### config.mk
export PLATFORM = sky130hd
export DESIGN_NAME = mips_multicycle_ctrl_flat
export DESIGN_NICKNAME = d
export VERILOG_FILES = /design/src/rtl/mips_multicycle_ctrl_if.sv /design/src/rtl/mips_multicycle_ctrl.sv /design/src/flat_wrapper.sv
export SDC_FILE = /design/constraint.sdc
export NUM_CORES = 1
export LEC_CHECK = 0
export ABC_AREA = 1
export BUFFER_PORTS_ARGS = -buffer_cell sky130_fd_sc_hd__buf_4
export CAP_MARGIN = 20
export CORE_MARGIN = 2
export CORE_UTILIZATION = 41
export CTS_CLUSTER_DIAMETER = 30
export CTS_CLUSTER_SIZE = 28
export DETAILED_ROUTE_END_ITERATION = 6
export PLACE_DENSITY_LB_ADDON = 0.08
export REMOVE_ABC_BUFFERS = 1
export SLEW_MARGIN = 20
export SYNTH_ARGS = -nofsm -noshare
export SYNTH_HDL_FRONTEND = slang
export SYNTH_SLANG_ARGS = --single-unit
export TNS_END_PERCENT = 30
### constraint.sdc
create_clock -name clk -period 1.8 [get_ports clk]
set_input_delay 0.09 -clock clk [delete_from_list [all_inputs] [get_ports clk]]
set_output_delay 0.09 -clock clk [all_outputs]
set_load 0.01 [all_outputs]
### src/rtl/mips_multicycle_ctrl_if.sv
// Purpose : bundle between the multi-cycle MIPS controller and the memory/datapath it drives.
// Latency : n/a (wires only); master = controller, slave = datapath/memory side.
// Ports   : mem_rdata/mem_ready/alu_zero flow into the controller; IR fields, strobes, selects and state flow out.
interface mips_multicycle_ctrl_if #(
  parameter int DATA_WIDTH  = 32,
  parameter int INSTR_WIDTH = 32
);
  logic [INSTR_WIDTH-1:0] mem_rdata;
  logic                   mem_ready;
  logic                   alu_zero;

  logic [INSTR_WIDTH-1:0] ir_q;
  logic [4:0]             rs_o;
  logic [4:0]             rt_o;
  logic [4:0]             rd_o;
  logic [4:0]             shamt_o;
  logic [DATA_WIDTH-1:0]  imm_ext;
  logic [25:0]            jump_o;

  logic                   ir_write;
  logic                   pc_write;
  logic                   pc_write_cond;
  logic                   pc_en;
  logic [1:0]             pc_src;
  logic                   i_or_d;
  logic                   mem_read;
  logic                   mem_write;
  logic                   reg_write;
  logic                   reg_dst;
  logic                   mem_to_reg;
  logic                   alu_src_a;
  logic [1:0]             alu_src_b;
  logic [2:0]             alu_op;
  logic                   illegal_instr;
  logic [3:0]             state_o;

  modport master (
    input  mem_rdata, mem_ready, alu_zero,
    output ir_q, rs_o, rt_o, rd_o, shamt_o, imm_ext, jump_o,
           ir_write, pc_write, pc_write_cond, pc_en, pc_src, i_or_d,
           mem_read, mem_write, reg_write, reg_dst, mem_to_reg,
           alu_src_a, alu_src_b, alu_op, illegal_instr, state_o
  );

  modport slave (
    output mem_rdata, mem_ready, alu_zero,
    input  ir_q, rs_o, rt_o, rd_o, shamt_o, imm_ext, jump_o,
           ir_write, pc_write, pc_write_cond, pc_en, pc_src, i_or_d,
           mem_read, mem_write, reg_write, reg_dst, mem_to_reg,
           alu_src_a, alu_src_b, alu_op, illegal_instr, state_o
  );
endinterface

### src/rtl/mips_multicycle_ctrl.sv
// Purpose : MIPS multi-cycle control - IR latch, R/I/J field split and the fetch/decode/execute/mem/writeback FSM.
// Latency : FETCH to FETCH at zero-wait memory: R 4, lw 5, sw 4, addi 4, beq 3, j 3 cycles.
// Backpr. : FETCH, MEMRD and MEMWR hold their request until mem_ready; synchronous active-high rst abandons any access.
// Ports   : clk, rst plain; everything else through mips_multicycle_ctrl_if.master (memory in, datapath strobes out).
module mips_multicycle_ctrl #(
  parameter int DATA_WIDTH  = 32,
  parameter int INSTR_WIDTH = 32
) (
  input  logic                  clk,
  input  logic                  rst,
  mips_multicycle_ctrl_if.master bus
);

  localparam logic [3:0] S_FETCH    = 4'd0;
  localparam logic [3:0] S_DECODE   = 4'd1;
  localparam logic [3:0] S_MEMADR   = 4'd2;
  localparam logic [3:0] S_MEMRD    = 4'd3;
  localparam logic [3:0] S_MEMWB    = 4'd4;
  localparam logic [3:0] S_MEMWR    = 4'd5;
  localparam logic [3:0] S_EXECUTE  = 4'd6;
  localparam logic [3:0] S_ALUWB    = 4'd7;
  localparam logic [3:0] S_BRANCH   = 4'd8;
  localparam logic [3:0] S_ADDIEXEC = 4'd9;
  localparam logic [3:0] S_ADDIWB   = 4'd10;
  localparam logic [3:0] S_JUMP     = 4'd11;

  localparam logic [2:0] ALU_ADD = 3'b000;
  localparam logic [2:0] ALU_SUB = 3'b001;
  localparam logic [2:0] ALU_AND = 3'b010;
  localparam logic [2:0] ALU_OR  = 3'b011;
  localparam logic [2:0] ALU_SLT = 3'b100;

  logic [3:0]             state, state_nxt;
  logic [INSTR_WIDTH-1:0] ir;
  logic [5:0]             op, funct;

  logic       ir_write, pc_write, pc_write_cond, i_or_d, mem_read, mem_write;
  logic       reg_write, reg_dst, mem_to_reg, alu_src_a, illegal_instr;
  logic [1:0] pc_src, alu_src_b;
  logic [2:0] alu_op;

  assign op    = ir[31:26];
  assign funct = ir[5:0];

  always_ff @(posedge clk) begin
    if (rst) begin
      state <= S_FETCH;
      ir    <= '0;
    end else begin
      state <= state_nxt;
      if (ir_write) ir <= bus.mem_rdata;
    end
  end

  // Outputs decode from state only, except the mem_ready-gated FETCH strobes and
  // the op/funct legality pulses. Everything stays at its idle value under rst.
  always_comb begin
    state_nxt     = state;
    ir_write      = 1'b0;
    pc_write      = 1'b0;
    pc_write_cond = 1'b0;
    pc_src        = 2'b00;
    i_or_d        = 1'b0;
    mem_read      = 1'b0;
    mem_write     = 1'b0;
    reg_write     = 1'b0;
    reg_dst       = 1'b0;
    mem_to_reg    = 1'b0;
    alu_src_a     = 1'b0;
    alu_src_b     = 2'b00;
    alu_op        = ALU_ADD;
    illegal_instr = 1'b0;
    if (!rst) begin
      case (state)
        S_FETCH: begin
          mem_read  = 1'b1;
          alu_src_b = 2'b01;          // PC + 4
          if (bus.mem_ready) begin
            ir_write  = 1'b1;
            pc_write  = 1'b1;
            state_nxt = S_DECODE;
          end
        end
        S_DECODE: begin
          alu_src_b = 2'b11;          // speculative branch target into ALUOut
          case (op)
            6'b100011, 6'b101011: state_nxt = S_MEMADR;
            6'b000000:            state_nxt = S_EXECUTE;
            6'b000100:            state_nxt = S_BRANCH;
            6'b001000:            state_nxt = S_ADDIEXEC;
            6'b000010:            state_nxt = S_JUMP;
            default: begin
              illegal_instr = 1'b1;
              state_nxt     = S_FETCH;
            end
          endcase
        end
        S_MEMADR: begin
          alu_src_a = 1'b1;
          alu_src_b = 2'b10;
          state_nxt = (op == 6'b101011) ? S_MEMWR : S_MEMRD;
        end
        S_MEMRD: begin
          i_or_d   = 1'b1;
          mem_read = 1'b1;
          if (bus.mem_ready) state_nxt = S_MEMWB;
        end
        S_MEMWB: begin
          reg_write  = 1'b1;
          mem_to_reg = 1'b1;
          state_nxt  = S_FETCH;
        end
        S_MEMWR: begin
          i_or_d    = 1'b1;
          mem_write = 1'b1;
          if (bus.mem_ready) state_nxt = S_FETCH;
        end
        S_EXECUTE: begin
          alu_src_a = 1'b1;
          state_nxt = S_ALUWB;
          case (funct)
            6'b100000: alu_op = ALU_ADD;
            6'b100010: alu_op = ALU_SUB;
            6'b100100: alu_op = ALU_AND;
            6'b100101: alu_op = ALU_OR;
            6'b101010: alu_op = ALU_SLT;
            default: begin
              illegal_instr = 1'b1;
              state_nxt     = S_FETCH;
            end
          endcase
        end
        S_ALUWB: begin
          reg_write = 1'b1;
          reg_dst   = 1'b1;
          state_nxt = S_FETCH;
        end
        S_BRANCH: begin
          alu_src_a     = 1'b1;
          alu_op        = ALU_SUB;
          pc_src        = 2'b01;
          pc_write_cond = 1'b1;
          state_nxt     = S_FETCH;
        end
        S_ADDIEXEC: begin
          alu_src_a = 1'b1;
          alu_src_b = 2'b10;
          state_nxt = S_ADDIWB;
        end
        S_ADDIWB: begin
          reg_write = 1'b1;
          state_nxt = S_FETCH;
        end
        S_JUMP: begin
          pc_src    = 2'b10;
          pc_write  = 1'b1;
          state_nxt = S_FETCH;
        end
        default: state_nxt = S_FETCH;
      endcase
    end
  end

  assign bus.ir_q          = ir;
  assign bus.rs_o          = ir[25:21];
  assign bus.rt_o          = ir[20:16];
  assign bus.rd_o          = ir[15:11];
  assign bus.shamt_o       = ir[10:6];
  assign bus.imm_ext       = {{(DATA_WIDTH-16){ir[15]}}, ir[15:0]};
  assign bus.jump_o        = ir[25:0];
  assign bus.ir_write      = ir_write;
  assign bus.pc_write      = pc_write;
  assign bus.pc_write_cond = pc_write_cond;
  assign bus.pc_en         = pc_write | (pc_write_cond & bus.alu_zero);
  assign bus.pc_src        = pc_src;
  assign bus.i_or_d        = i_or_d;
  assign bus.mem_read      = mem_read;
  assign bus.mem_write     = mem_write;
  assign bus.reg_write     = reg_write;
  assign bus.reg_dst       = reg_dst;
  assign bus.mem_to_reg    = mem_to_reg;
  assign bus.alu_src_a     = alu_src_a;
  assign bus.alu_src_b     = alu_src_b;
  assign bus.alu_op        = alu_op;
  assign bus.illegal_instr = illegal_instr;
  assign bus.state_o       = state;

endmodule

### src/flat_wrapper.sv
// flat-port wrapper written by rule: the top's interface ports become plain ports
module mips_multicycle_ctrl_flat 
#(
  parameter int DATA_WIDTH  = 32,
  parameter int INSTR_WIDTH = 32
)
  (clk, rst, bus_mem_rdata, bus_mem_ready, bus_alu_zero, bus_ir_q, bus_rs_o, bus_rt_o, bus_rd_o, bus_shamt_o, bus_imm_ext, bus_jump_o, bus_ir_write, bus_pc_write, bus_pc_write_cond, bus_pc_en, bus_pc_src, bus_i_or_d, bus_mem_read, bus_mem_write, bus_reg_write, bus_reg_dst, bus_mem_to_reg, bus_alu_src_a, bus_alu_src_b, bus_alu_op, bus_illegal_instr, bus_state_o);
  mips_multicycle_ctrl_if #(.DATA_WIDTH(DATA_WIDTH), .INSTR_WIDTH(INSTR_WIDTH)) bus_i ();
  input  logic clk;
  input  logic rst;
  input wire logic [$bits(bus_i.mem_rdata)-1:0] bus_mem_rdata;
  input wire logic [$bits(bus_i.mem_ready)-1:0] bus_mem_ready;
  input wire logic [$bits(bus_i.alu_zero)-1:0] bus_alu_zero;
  output wire logic [$bits(bus_i.ir_q)-1:0] bus_ir_q;
  output wire logic [$bits(bus_i.rs_o)-1:0] bus_rs_o;
  output wire logic [$bits(bus_i.rt_o)-1:0] bus_rt_o;
  output wire logic [$bits(bus_i.rd_o)-1:0] bus_rd_o;
  output wire logic [$bits(bus_i.shamt_o)-1:0] bus_shamt_o;
  output wire logic [$bits(bus_i.imm_ext)-1:0] bus_imm_ext;
  output wire logic [$bits(bus_i.jump_o)-1:0] bus_jump_o;
  output wire logic [$bits(bus_i.ir_write)-1:0] bus_ir_write;
  output wire logic [$bits(bus_i.pc_write)-1:0] bus_pc_write;
  output wire logic [$bits(bus_i.pc_write_cond)-1:0] bus_pc_write_cond;
  output wire logic [$bits(bus_i.pc_en)-1:0] bus_pc_en;
  output wire logic [$bits(bus_i.pc_src)-1:0] bus_pc_src;
  output wire logic [$bits(bus_i.i_or_d)-1:0] bus_i_or_d;
  output wire logic [$bits(bus_i.mem_read)-1:0] bus_mem_read;
  output wire logic [$bits(bus_i.mem_write)-1:0] bus_mem_write;
  output wire logic [$bits(bus_i.reg_write)-1:0] bus_reg_write;
  output wire logic [$bits(bus_i.reg_dst)-1:0] bus_reg_dst;
  output wire logic [$bits(bus_i.mem_to_reg)-1:0] bus_mem_to_reg;
  output wire logic [$bits(bus_i.alu_src_a)-1:0] bus_alu_src_a;
  output wire logic [$bits(bus_i.alu_src_b)-1:0] bus_alu_src_b;
  output wire logic [$bits(bus_i.alu_op)-1:0] bus_alu_op;
  output wire logic [$bits(bus_i.illegal_instr)-1:0] bus_illegal_instr;
  output wire logic [$bits(bus_i.state_o)-1:0] bus_state_o;
  assign bus_i.mem_rdata = bus_mem_rdata;
  assign bus_i.mem_ready = bus_mem_ready;
  assign bus_i.alu_zero = bus_alu_zero;
  assign bus_ir_q = bus_i.ir_q;
  assign bus_rs_o = bus_i.rs_o;
  assign bus_rt_o = bus_i.rt_o;
  assign bus_rd_o = bus_i.rd_o;
  assign bus_shamt_o = bus_i.shamt_o;
  assign bus_imm_ext = bus_i.imm_ext;
  assign bus_jump_o = bus_i.jump_o;
  assign bus_ir_write = bus_i.ir_write;
  assign bus_pc_write = bus_i.pc_write;
  assign bus_pc_write_cond = bus_i.pc_write_cond;
  assign bus_pc_en = bus_i.pc_en;
  assign bus_pc_src = bus_i.pc_src;
  assign bus_i_or_d = bus_i.i_or_d;
  assign bus_mem_read = bus_i.mem_read;
  assign bus_mem_write = bus_i.mem_write;
  assign bus_reg_write = bus_i.reg_write;
  assign bus_reg_dst = bus_i.reg_dst;
  assign bus_mem_to_reg = bus_i.mem_to_reg;
  assign bus_alu_src_a = bus_i.alu_src_a;
  assign bus_alu_src_b = bus_i.alu_src_b;
  assign bus_alu_op = bus_i.alu_op;
  assign bus_illegal_instr = bus_i.illegal_instr;
  assign bus_state_o = bus_i.state_o;
  mips_multicycle_ctrl #(.DATA_WIDTH(DATA_WIDTH), .INSTR_WIDTH(INSTR_WIDTH)) u_core (.clk(clk), .rst(rst), .bus(bus_i));
endmodule
==> summary.txt <==
Detailed routing
  • Total number of vias: 2251
  • DRC Markers: 0
  • Metal2 WL: approximately 3200 um
  • Routed length per instance: 12.6 um
  • Vias/cell: 4.55
  • Uppermost routed layer: met4
  • Antenna Nets Post-Route: 0
  • Drt total wl: 6240 um
  • First-pass DRT Iterations: 4
  • Metal-1 WL: 2470 um
  • Metal3 WL: 440 um
  • 1st-iter DRT viols: 75

Worst setup path
  • CP cell instances: nor2_4 -> inv_2 -> nor2_4 -> nand2_8 -> nor2_8 -> inv_2 -> o21ai_2 -> a21o_1 -> buf_4
  • RR Endpoint: u_core.bus.ir_q[7]
  • Reg2reg path depth: 7
  • Worst setup endpoint: bus_pc_en
  • Critical Path Fanout Max: 10
  • Setup CP Type: reg2out
  • CP arrival: 1.62 ns
  • CP Launch Type: flip-flop
  • Slowest cell delay on critical path: 0.39 ns
  • R2r startpoint: u_core.bus.state_o[0]
  • CP Capture Type: output pin
  • Worst path slowest cell: dfxtp_2
  • R2R Setup Slk: 0.37 ns
  • Worst Path Required: 1.71 ns
  • Worst Setup SP: u_core.bus.state_o[0]

STA
  • Layout Skew: 0.00658 ns
  • Relative slew slack: 58.8%
  • Worst-margin pin slew: 0.617 ns
  • Hold Violations, Final: 0
  • Final setup fails: 0
  • Sum Neg Setup Slack: 0 ns
  • Slew Viols, Final: 0
  • Maximum clock frequency: 585 MHz
  • Fin crit share: 95.0%
  • Post-layout min period: 1.71 ns
  • Final worst setup slack: between 0.09 and 0.1 ns

CTS
  • Total CTS buffers: 5
  • Clk pin slew, worst setup/hold paths: 0.07 ns
  • Hold_buf cts: 0
  • Sink Count: 36
  • Max Buffers Root-to-Sink: 2
  • Root Buffer: clkbuf_8
  • Worst skew pair latency: 0.29 ns
  • CTS tree: yes
  • H-Tree Depth: 2

Final layout
  • Layout cells sized above 1: around half
  • # diodes: 0
  • FILL cells: 557
  • Nets@finish: 458
  • Register area: between 700 and 800 um2
  • Post-route cell area: between 3000 and 4000 um2
  • Most common cell after layout, fill and taps aside: buf_4
  • Multi-input logic area: roughly 900 um2
  • Most frequent cells in the layout: buf_4, nand2_1, nor2_1
  • P&R area growth vs syn: 37.3%
  • Core Util, Final: 58.3%

Synth
  • Syn Area/Cell: 7.13 um2
  • Yosys warnings: 0
  • Post-synthesis cell area: 2350 um2
  • Library cells used by synthesis: 30
  • EDFF count, synth: 0
  • Gate Count Post-Synth: 330
  • Seq cells post-synth: 36
  • Fraction of registers with async set/reset: 0%
  • Sequential area share after synthesis: 30.6%
  • Main synth FF type: dfxtp_1

Placement
  • Pre-CTS setup slack: 0.227 ns
  • DP Area: 3050 um2
  • IO buf count: between 150 and 200
  • Detailed-placement wirelength estimate: 4870 um
  • Routability cong.: 0.882

Global routing
  • Largest net degree at the start of global routing: 23
  • GRT Total Usage: between 10% and 20%
  • GR Overflow Total: 0
  • Vias in the first global route: between 2000 and 2500
  • Initial antenna violation count: 0
  • First-pass GRT wire length: 9200 um

Hold path
  • Hold crit path type: in2reg

Power and ir drop
  • Gate power share: 56.5%
  • Flop pwr share: around 28%
  • Max VDD drop: 0.635 mV
  • Pwr Total: around 4700 uW
  • Int Pwr: 2700 uW
  • Switch Pwr: 1980 uW
  • Power per cell area: 1450 nW/um2
  • Clock Power Share: 15.0%
  • Static leakage: 0.00167 uW
  • Sw Ratio: 42.3%

Floorplan
  • Placement Rows: 27
  • Chip height: between 70 and 80 um
  • IO Pins: approximately 170
  • Starting density of the core: 42.5%
  • Area of the core: 5540 um2
  • Chip Width: 79.7 um
  • Die area: approximately 6400 um2

Status
  • Status: complete, no violations

Flow run
  • Max cap viols: 0
[cells by family after synthesis]
logic type | share of synthesized area [%]
buffers and inverters | 33.1
AND/OR/NAND/NOR | 23.8
flip-flops | 30.6
AO/OA/AOI/OAI | 12.4
[critical path, delay by kind of cell (launching register included)]
kind,cells,cell delay (ns)
buf+inv,3,0.24
simple gates,4,0.53
compound gates,2,0.17
flops,1,0.39
[Yosys cell counts, types with 2 or more instances]
cell	count	share of area, %
buf_4	79	25
nand2_1	53	8.5
nor2_1	46	7.3
dfxtp_1	36	31
a21oi_1	22	4.7
inv_1	22	3.5
nand3_1	13	2.8
o21ai_0	13	2.8
a211oi_1	8	2.6
inv_2	5	0.80
buf_6	4	1.9
nor3_1	4	0.85
clkbuf_1	3	0.48
buf_2	2	0.43
nand2_4	2	0.96
nand4_1	2	0.53
nor2_2	2	0.53
nor2_4	2	0.96
[power by group through the flow]
stage | clock network [uW] | registers, uW | logic, uW
final | 703 | 1330 | 2640
after detailed placement | 0 | 1330 | 2530
after floorplan | 0 | 1600 | 904
after global placement | 0 | 1330 | 2520
after global routing | 749 | 1380 | 2870
after CTS | 712 | 1320 | 2540
[per-stage QoR]
step | hold slack, ns | cells
floorplan | 0.152 | 240
global placement | 0.342 | 483
detailed placement | 0.351 | 483
CTS | 0.0444 | 491
global route | 0.0461 | 495
finish | 0.0491 | 495
[state kept, by name, summed over array words and instances, names as in the netlist]
register            cells
u_core.bus.ir_q        32
u_core.bus.state_o      4
[repair_timing]
| action | CTS | global route |
|---|---|---|
| gates resized for setup | 3 | 9 |
| buffers inserted | 0 | 3 |
| endpoints found under the setup margin | 2 | 3 |
| pin swaps | 0 | 3 |
| gates cloned | 0 | 1 |
[how the worst min path moves through the flow]
stage	slack, ns	cells after the start	startpoint	endpoint
finish	0.05	3	bus_mem_rdata[4]	u_core.bus.ir_q[4]
global route	0.05	3	bus_mem_rdata[4]	u_core.bus.ir_q[4]
CTS	0.04	3	bus_mem_rdata[4]	u_core.bus.ir_q[4]
detailed placement	0.35	3	bus_mem_rdata[4]	u_core.bus.ir_q[4]
global placement	0.34	3	bus_mem_rdata[8]	u_core.bus.ir_q[8]
floorplan	0.15	1	rst	u_core.bus.ir_q[28]
[final cells by class]
type,instances,share of cell area (%)
multi-input combinational,178,27.8
clock buffer,6,2.25
timing repair buffer,174,40.4
sequential,36,22.5
clock inverter,2,1.08
tap,72,2.79
inverter,27,3.14
[routing by layer]
metal | global-route usage, % | vias to the layer above
met3 | 4.07 | 7
met2 | 33.2 | 84
met4 | 7.12 | 0
li1 | - | 1148
met1 | 20.9 | 1012
met5 | 0 | -
No activity file was read; power rests on OpenSTA's default activity.
